File: src/rtl/cpu_cycle_sequencer.sv
// Multi-cycle instruction sequencer: steps FETCH/DECODE/EXECUTE/[MEM]/WRITEBACK,
// drives datapath load strobes, handshakes with wait-stated memories, faults on timeout.
module cpu_cycle_sequencer #(
  parameter int TIMEOUT_CYCLES = 16,
  parameter int CNT_WIDTH      = 32
) (
  input  logic                 clk,
  input  logic                 reset,
  input  logic                 run,
  input  logic                 halt_req,
  input  logic                 dec_mem_read,
  input  logic                 dec_mem_write,
  input  logic                 dec_reg_write,
  input  logic                 dec_jump,
  input  logic                 dec_branch_taken,
  input  logic                 imem_ready,
  input  logic                 dmem_ready,
  output logic                 imem_req,
  output logic                 dmem_req,
  output logic                 ir_load,
  output logic                 pc_inc,
  output logic                 pc_load,
  output logic                 mar_load,
  output logic                 mdr_load,
  output logic                 reg_write,
  output logic                 mem_write,
  output logic [2:0]           state,
  output logic                 busy,
  output logic                 fault,
  output logic [CNT_WIDTH-1:0] retired_count
);

  localparam logic [2:0] S_IDLE      = 3'd0;
  localparam logic [2:0] S_FETCH     = 3'd1;
  localparam logic [2:0] S_DECODE    = 3'd2;
  localparam logic [2:0] S_EXECUTE   = 3'd3;
  localparam logic [2:0] S_MEM       = 3'd4;
  localparam logic [2:0] S_WRITEBACK = 3'd5;
  localparam logic [2:0] S_FAULT     = 3'd7;

  localparam bit          TIMEOUT_EN = (TIMEOUT_CYCLES != 0);
  localparam logic [31:0] WAIT_LIMIT = 32'(TIMEOUT_CYCLES - 1);

  logic [2:0]           r_state;
  logic [2:0]           w_next;
  logic [31:0]          r_wait;
  logic                 r_rd, r_wr, r_rw, r_jmp, r_br;
  logic [CNT_WIDTH-1:0] r_cnt;
  logic                 r_busy, r_fault;
  logic                 w_expired;
  logic                 w_waiting;
  logic                 w_redirect;

  // The last permitted wait cycle faults only if ready is still low in it.
  assign w_expired  = TIMEOUT_EN && (r_wait == WAIT_LIMIT);
  assign w_waiting  = ((r_state == S_FETCH) && !imem_ready) ||
                      ((r_state == S_MEM) && !dmem_ready);
  assign w_redirect = r_jmp | r_br;

  always_comb begin
    w_next = r_state;
    case (r_state)
      S_IDLE:      if (run) w_next = S_FETCH;
      S_FETCH:     if (imem_ready) w_next = S_DECODE;
                   else if (w_expired) w_next = S_FAULT;
      S_DECODE:    w_next = S_EXECUTE;
      S_EXECUTE:   w_next = (dec_mem_read | dec_mem_write) ? S_MEM : S_WRITEBACK;
      S_MEM:       if (dmem_ready) w_next = S_WRITEBACK;
                   else if (w_expired) w_next = S_FAULT;
      S_WRITEBACK: w_next = halt_req ? S_IDLE : S_FETCH;
      S_FAULT:     w_next = S_FAULT;
      default:     w_next = S_IDLE;
    endcase
  end

  always_ff @(posedge clk) begin
    if (reset) begin
      r_state <= S_IDLE;
      r_wait  <= '0;
      r_rd    <= 1'b0;
      r_wr    <= 1'b0;
      r_rw    <= 1'b0;
      r_jmp   <= 1'b0;
      r_br    <= 1'b0;
      r_cnt   <= '0;
      r_busy  <= 1'b0;
      r_fault <= 1'b0;
    end else begin
      r_state <= w_next;
      r_busy  <= (w_next != S_IDLE) && (w_next != S_FAULT);
      r_fault <= (w_next == S_FAULT);
      if ((w_next != r_state) && ((w_next == S_FETCH) || (w_next == S_MEM)))
        r_wait <= '0;
      else if (w_waiting)
        r_wait <= r_wait + 32'd1;
      if (r_state == S_EXECUTE) begin
        r_rd  <= dec_mem_read;
        r_wr  <= dec_mem_write;
        r_rw  <= dec_reg_write;
        r_jmp <= dec_jump;
        r_br  <= dec_branch_taken;
      end
      if (r_state == S_WRITEBACK)
        r_cnt <= r_cnt + 1'b1;
    end
  end

  // A latched write suppresses the MDR capture even when a read is also latched.
  assign imem_req      = (r_state == S_FETCH);
  assign dmem_req      = (r_state == S_MEM);
  assign ir_load       = (r_state == S_FETCH) && imem_ready;
  assign mar_load      = (r_state == S_EXECUTE) && (dec_mem_read | dec_mem_write);
  assign mdr_load      = (r_state == S_MEM) && dmem_ready && r_rd && !r_wr;
  assign mem_write     = (r_state == S_MEM) && r_wr;
  assign reg_write     = (r_state == S_WRITEBACK) && r_rw;
  assign pc_load       = (r_state == S_WRITEBACK) && w_redirect;
  assign pc_inc        = (r_state == S_WRITEBACK) && !w_redirect;
  assign state         = r_state;
  assign busy          = r_busy;
  assign fault         = r_fault;
  assign retired_count = r_cnt;

endmodule

File: config.mk
export PLATFORM = sky130hd
export DESIGN_NAME = cpu_cycle_sequencer
export DESIGN_NICKNAME = d
export VERILOG_FILES = /design/src/rtl/cpu_cycle_sequencer.sv
export SDC_FILE = /design/constraint.sdc
export NUM_CORES = 1
export LEC_CHECK = 0
export CAP_MARGIN = 20
export CORE_ASPECT_RATIO = 1.2
export CORE_MARGIN = 3
export CORE_UTILIZATION = 48
export CTS_CLUSTER_SIZE = 12
export DETAILED_ROUTE_END_ITERATION = 8
export GPL_ROUTABILITY_DRIVEN = 0
export PLACE_DENSITY = 0.73
export SETUP_SLACK_MARGIN = 0.3
export SKIP_CTS_REPAIR_TIMING = 1
export SLEW_MARGIN = 0
export SYNTH_ARGS = -nofsm -noshare
export SYNTH_HDL_FRONTEND = slang
export SYNTH_SLANG_ARGS = --single-unit
File: constraint.sdc
create_clock -name clk -period 2.91 [get_ports clk]
set_input_delay 0.4365 -clock clk [delete_from_list [all_inputs] [get_ports clk]]
set_output_delay 0.4365 -clock clk [all_outputs]
set_load 0.1 [all_outputs]
==> flow_metrics.tcl <==
set metrics [dict create \
    crit_family "simple AND/OR/NAND/NOR gates" \
    drt_pass1_iterations 4 \
    die_area_mm2 0.00844 \
    required_ns 3.15 \
    path_class "reg -> reg" \
    synthDistinctLibCells 41 \
    yosysTopAreaCell "dfxtp_1" \
    hpwl_mm 5.72 \
    synth_compound_area_share_pct 7.75 \
    power_leakage_nw 1.48 \
    row_count 33 \
    hold_class "reg -> reg" \
    core_area_mm2 0.00698 \
    rr_worst_depth 5 \
    ant_nets 0 \
    ctsRootBufferMaster "clkbuf_8" \
    synth_seq_area_share_pct 41.9 \
    yosys-top-cells-count "dfxtp_1 (74), nor2_1 (68), xnor2_1 (37)" \
    max_cap_viol_count 0 \
    yosys.cell_count.top_type "dfxtp_1" \
    die_x_um 84.4 \
    syn-num-nets 451 \
    p_sw_share_pct 23.0 \
    rsz0062_at_grt "no" \
    avgSynthCellArea_um2 8.07 \
    yosys-top-cells-area "dfxtp_1 (42%), xnor2_1 (9.2%), nor2_1 (7.2%)" \
    max_stage_delay_ns 0.64 \
    cp_cell_sequence "nand4_1, or4_1, or3_4, nor4_1, mux2_2" \
    whs_endpoint "r_rw$_SDFFE_PP0N_" \
    holdPathStages 2 \
    grt_overflow_total 0 \
    ios 57 \
    synth_edf_count 0 \
    antenna_found_initial 0 \
    worstMarginPinSlew_ns 0.750 \
    slew_headroom_pct 49.6 \
    grt_pass1_vias 3151 \
    drt_wl_total_mm 8.15 \
    yosys_most_used_dff "dfxtp_1" \
    fin_nets 502 \
    async_flop_share_pct 0 \
    ir_worst_vdd_uv 384 \
    yosys.area_share.adder_pct 0.708 \
    finalCriticalPeriod_ns 2.38 \
    grt.total_usage_pct 20.4 \
    drive_gt1_share_pct 20.9 \
    pwr-share-seq_pct 45.4 \
    fin_crit_sh_pct 81.9 \
    outcome "finished, final reports clean" \
    r2r-start "retired_count[6]$_SDFFE_PP0P_" \
    combPwrFrac_pct 6.9 \
    synth_top_family_by_area "simple AND/OR/NAND/NOR gates" \
    cts_made_buffers 9 \
    synthMuxAreaShare_pct 1.17 \
    drv_slew 0 \
    p_switching_w 0.000520 \
    synth_xor_area_share_pct 12.4 \
    critical_path_arrival_ns 2.63 \
    syn_area_mm2 0.00354 \
    area_growth_pct 24.8 \
    grt_first_pass_wirelength_mm 14.2 \
    r2r_end "retired_count[31]$_SDFFE_PP0P_" \
    postLayoutCoreUtil_pct 63.2 \
    htree_levels 3 \
    setup_viol 0 \
    report.final.hold_viol_count 0 \
    fin_skew_ns 0.0149 \
    detailroute.via_count 3240 \
    clock_path_buffers 2 \
    slowest_stage "or4_1" \
    start_util_pct 50.7 \
    grt_max_degree 44 \
    reg2reg_slack_ns 0.53 \
    worstSkewPairLatency_ns 0.36 \
    path_max_fanout 11 \
    wire_per_inst_um 14.0 \
    drc 0 \
    clock-sinks 74 \
    ys_warn_count 0 \
    ys_seq_elements 74 \
    min_from "r_rw$_SDFFE_PP0N_" \
    cp-start-kind "flip-flop" \
    yosys.area_share.simple_pct 31.9 \
    power.internal_w 0.00174 \
    drtIter0Drc 262 \
    clk_pin_slew_ns 0.08 \
    final-instance-count-excl-fill 581 \
    cp.buffers_inverters 0 \
    critPathCaptureType "flip-flop" \
    powerDensity_mw_per_mm2 513 \
    syn_inst 438 \
    num_antenna_cells 0 \
    cts_tree "built" \
    synth_top_area_share_pct 41.9 \
    die_y_um 100 \
    placed_cells 565 \
    numPortBuffers 56 \
    achievable-frequency_ghz 0.420 \
    avgViaCountPerCell 5.58 \
    clkPwrFrac_pct 47.6 \
]
## flip-flops by register name, indices dropped and copies added (netlist names)
name / cells
busy: 1
fault: 1
r_br: 1
r_jmp: 1
r_rd: 1
r_rw: 1
r_wait: 32
r_wr: 1
retired_count: 32
state: 3
## layout make-up
| class | count | area, µm² |
|---|---|---|
| multi-input combinational | 325 | 1960 |
| sequential | 74 | 1520 |
| inverter | 16 | 60.1 |
| timing repair buffer | 63 | 498 |
| clock buffer | 10 | 138 |
| tap | 87 | 109 |
| clock inverter | 6 | 136 |
| fill | 622 | 2560 |
## power by group through the flow
| stage | registers (W) | logic (W) | clock network, W |
|---|---|---|---|
| 2_1_floorplan | 0.00108 | 0.0000911 | 0 |
| 4_1_cts | 0.00103 | 0.000158 | 0.00109 |
| 5_1_grt | 0.00103 | 0.000169 | 0.00113 |
| 3_5_place_dp | 0.00105 | 0.000158 | 0 |
| 6_report | 0.00103 | 0.000157 | 0.00108 |
| 3_3_place_gp | 0.00105 | 0.000156 | 0 |
## how the worst max path moves through the flow
stage                                   from                             end  slack (ns)  cells past startpoint
6_report       retired_count[6]$_SDFFE_PP0P_  retired_count[31]$_SDFFE_PP0P_        0.53                      5
5_1_grt                  state[0]$_SDFF_PP0_                        mar_load        0.36                      4
4_1_cts        retired_count[6]$_SDFFE_PP0P_  retired_count[31]$_SDFFE_PP0P_        0.44                      5
3_5_place_dp                      dmem_ready         r_wait[31]$_SDFFE_PP0P_        0.30                      6
3_3_place_gp                      imem_ready         r_wait[31]$_SDFFE_PP0P_        0.35                      6
2_1_floorplan            state[2]$_SDFF_PP0_                        mdr_load       -0.08                      4
## per-stage QoR
step | worst slack (ns) | total power [W] | instance area, µm² | hold WS (ns) | TNS (ns)
final | 0.527 | 0.00226 | 4410 | 0.464 | 0
after global routing | 0.363 | 0.00233 | 4410 | 0.498 | 0
after CTS | 0.439 | 0.00228 | 4410 | 0.470 | 0
after detailed placement | 0.302 | 0.00121 | 4130 | 0.459 | 0
after global placement | 0.347 | 0.00121 | 4130 | 0.441 | 0
after floorplan | -0.0817 | 0.00117 | 3630 | 0.432 | -0.0817
## worst register-to-register path, cell delays in order, from the launching register on
cell and delay, ns:
dfxtp_2 0.39, nand4_1 0.19, or4_1 0.64, or3_4 0.43, nor4_1 0.25, mux2_2 0.38
## per-layer routing
layer	track usage, %	wire length [µm]	vias up
li1	-	-	1634
met1	25.2	3560	1510
met2	34.6	4040	83
met3	4.35	423	13
met4	8.28	124	0
met5	0	0	-
## cells by family after synthesis
group / count (synthesis)
compound gates: 47
xor+xnor: 50
fa+ha+maj: 2
buf+inv: 39
flops: 74
mux: 4
simple gates: 222
## cells in the final DEF (no fill, tap or decap), drive strengths merged, types with 3 or more instances in the layout
cell type / instances
a21oi: 23
and2: 4
and3: 3
and4: 8
buf: 53
bufinv: 4
clkbuf: 10
clkdlybuf4s50: 10
dfxtp: 74
inv: 17
mux2i: 3
nand2: 32
nand3: 21
nand4: 14
nor2: 68
nor2b: 4
nor3: 16
nor4: 25
o21ai: 12
or2: 3
or3: 14
xnor2: 37
xor2: 13
(Power assumes the default switching activity.)
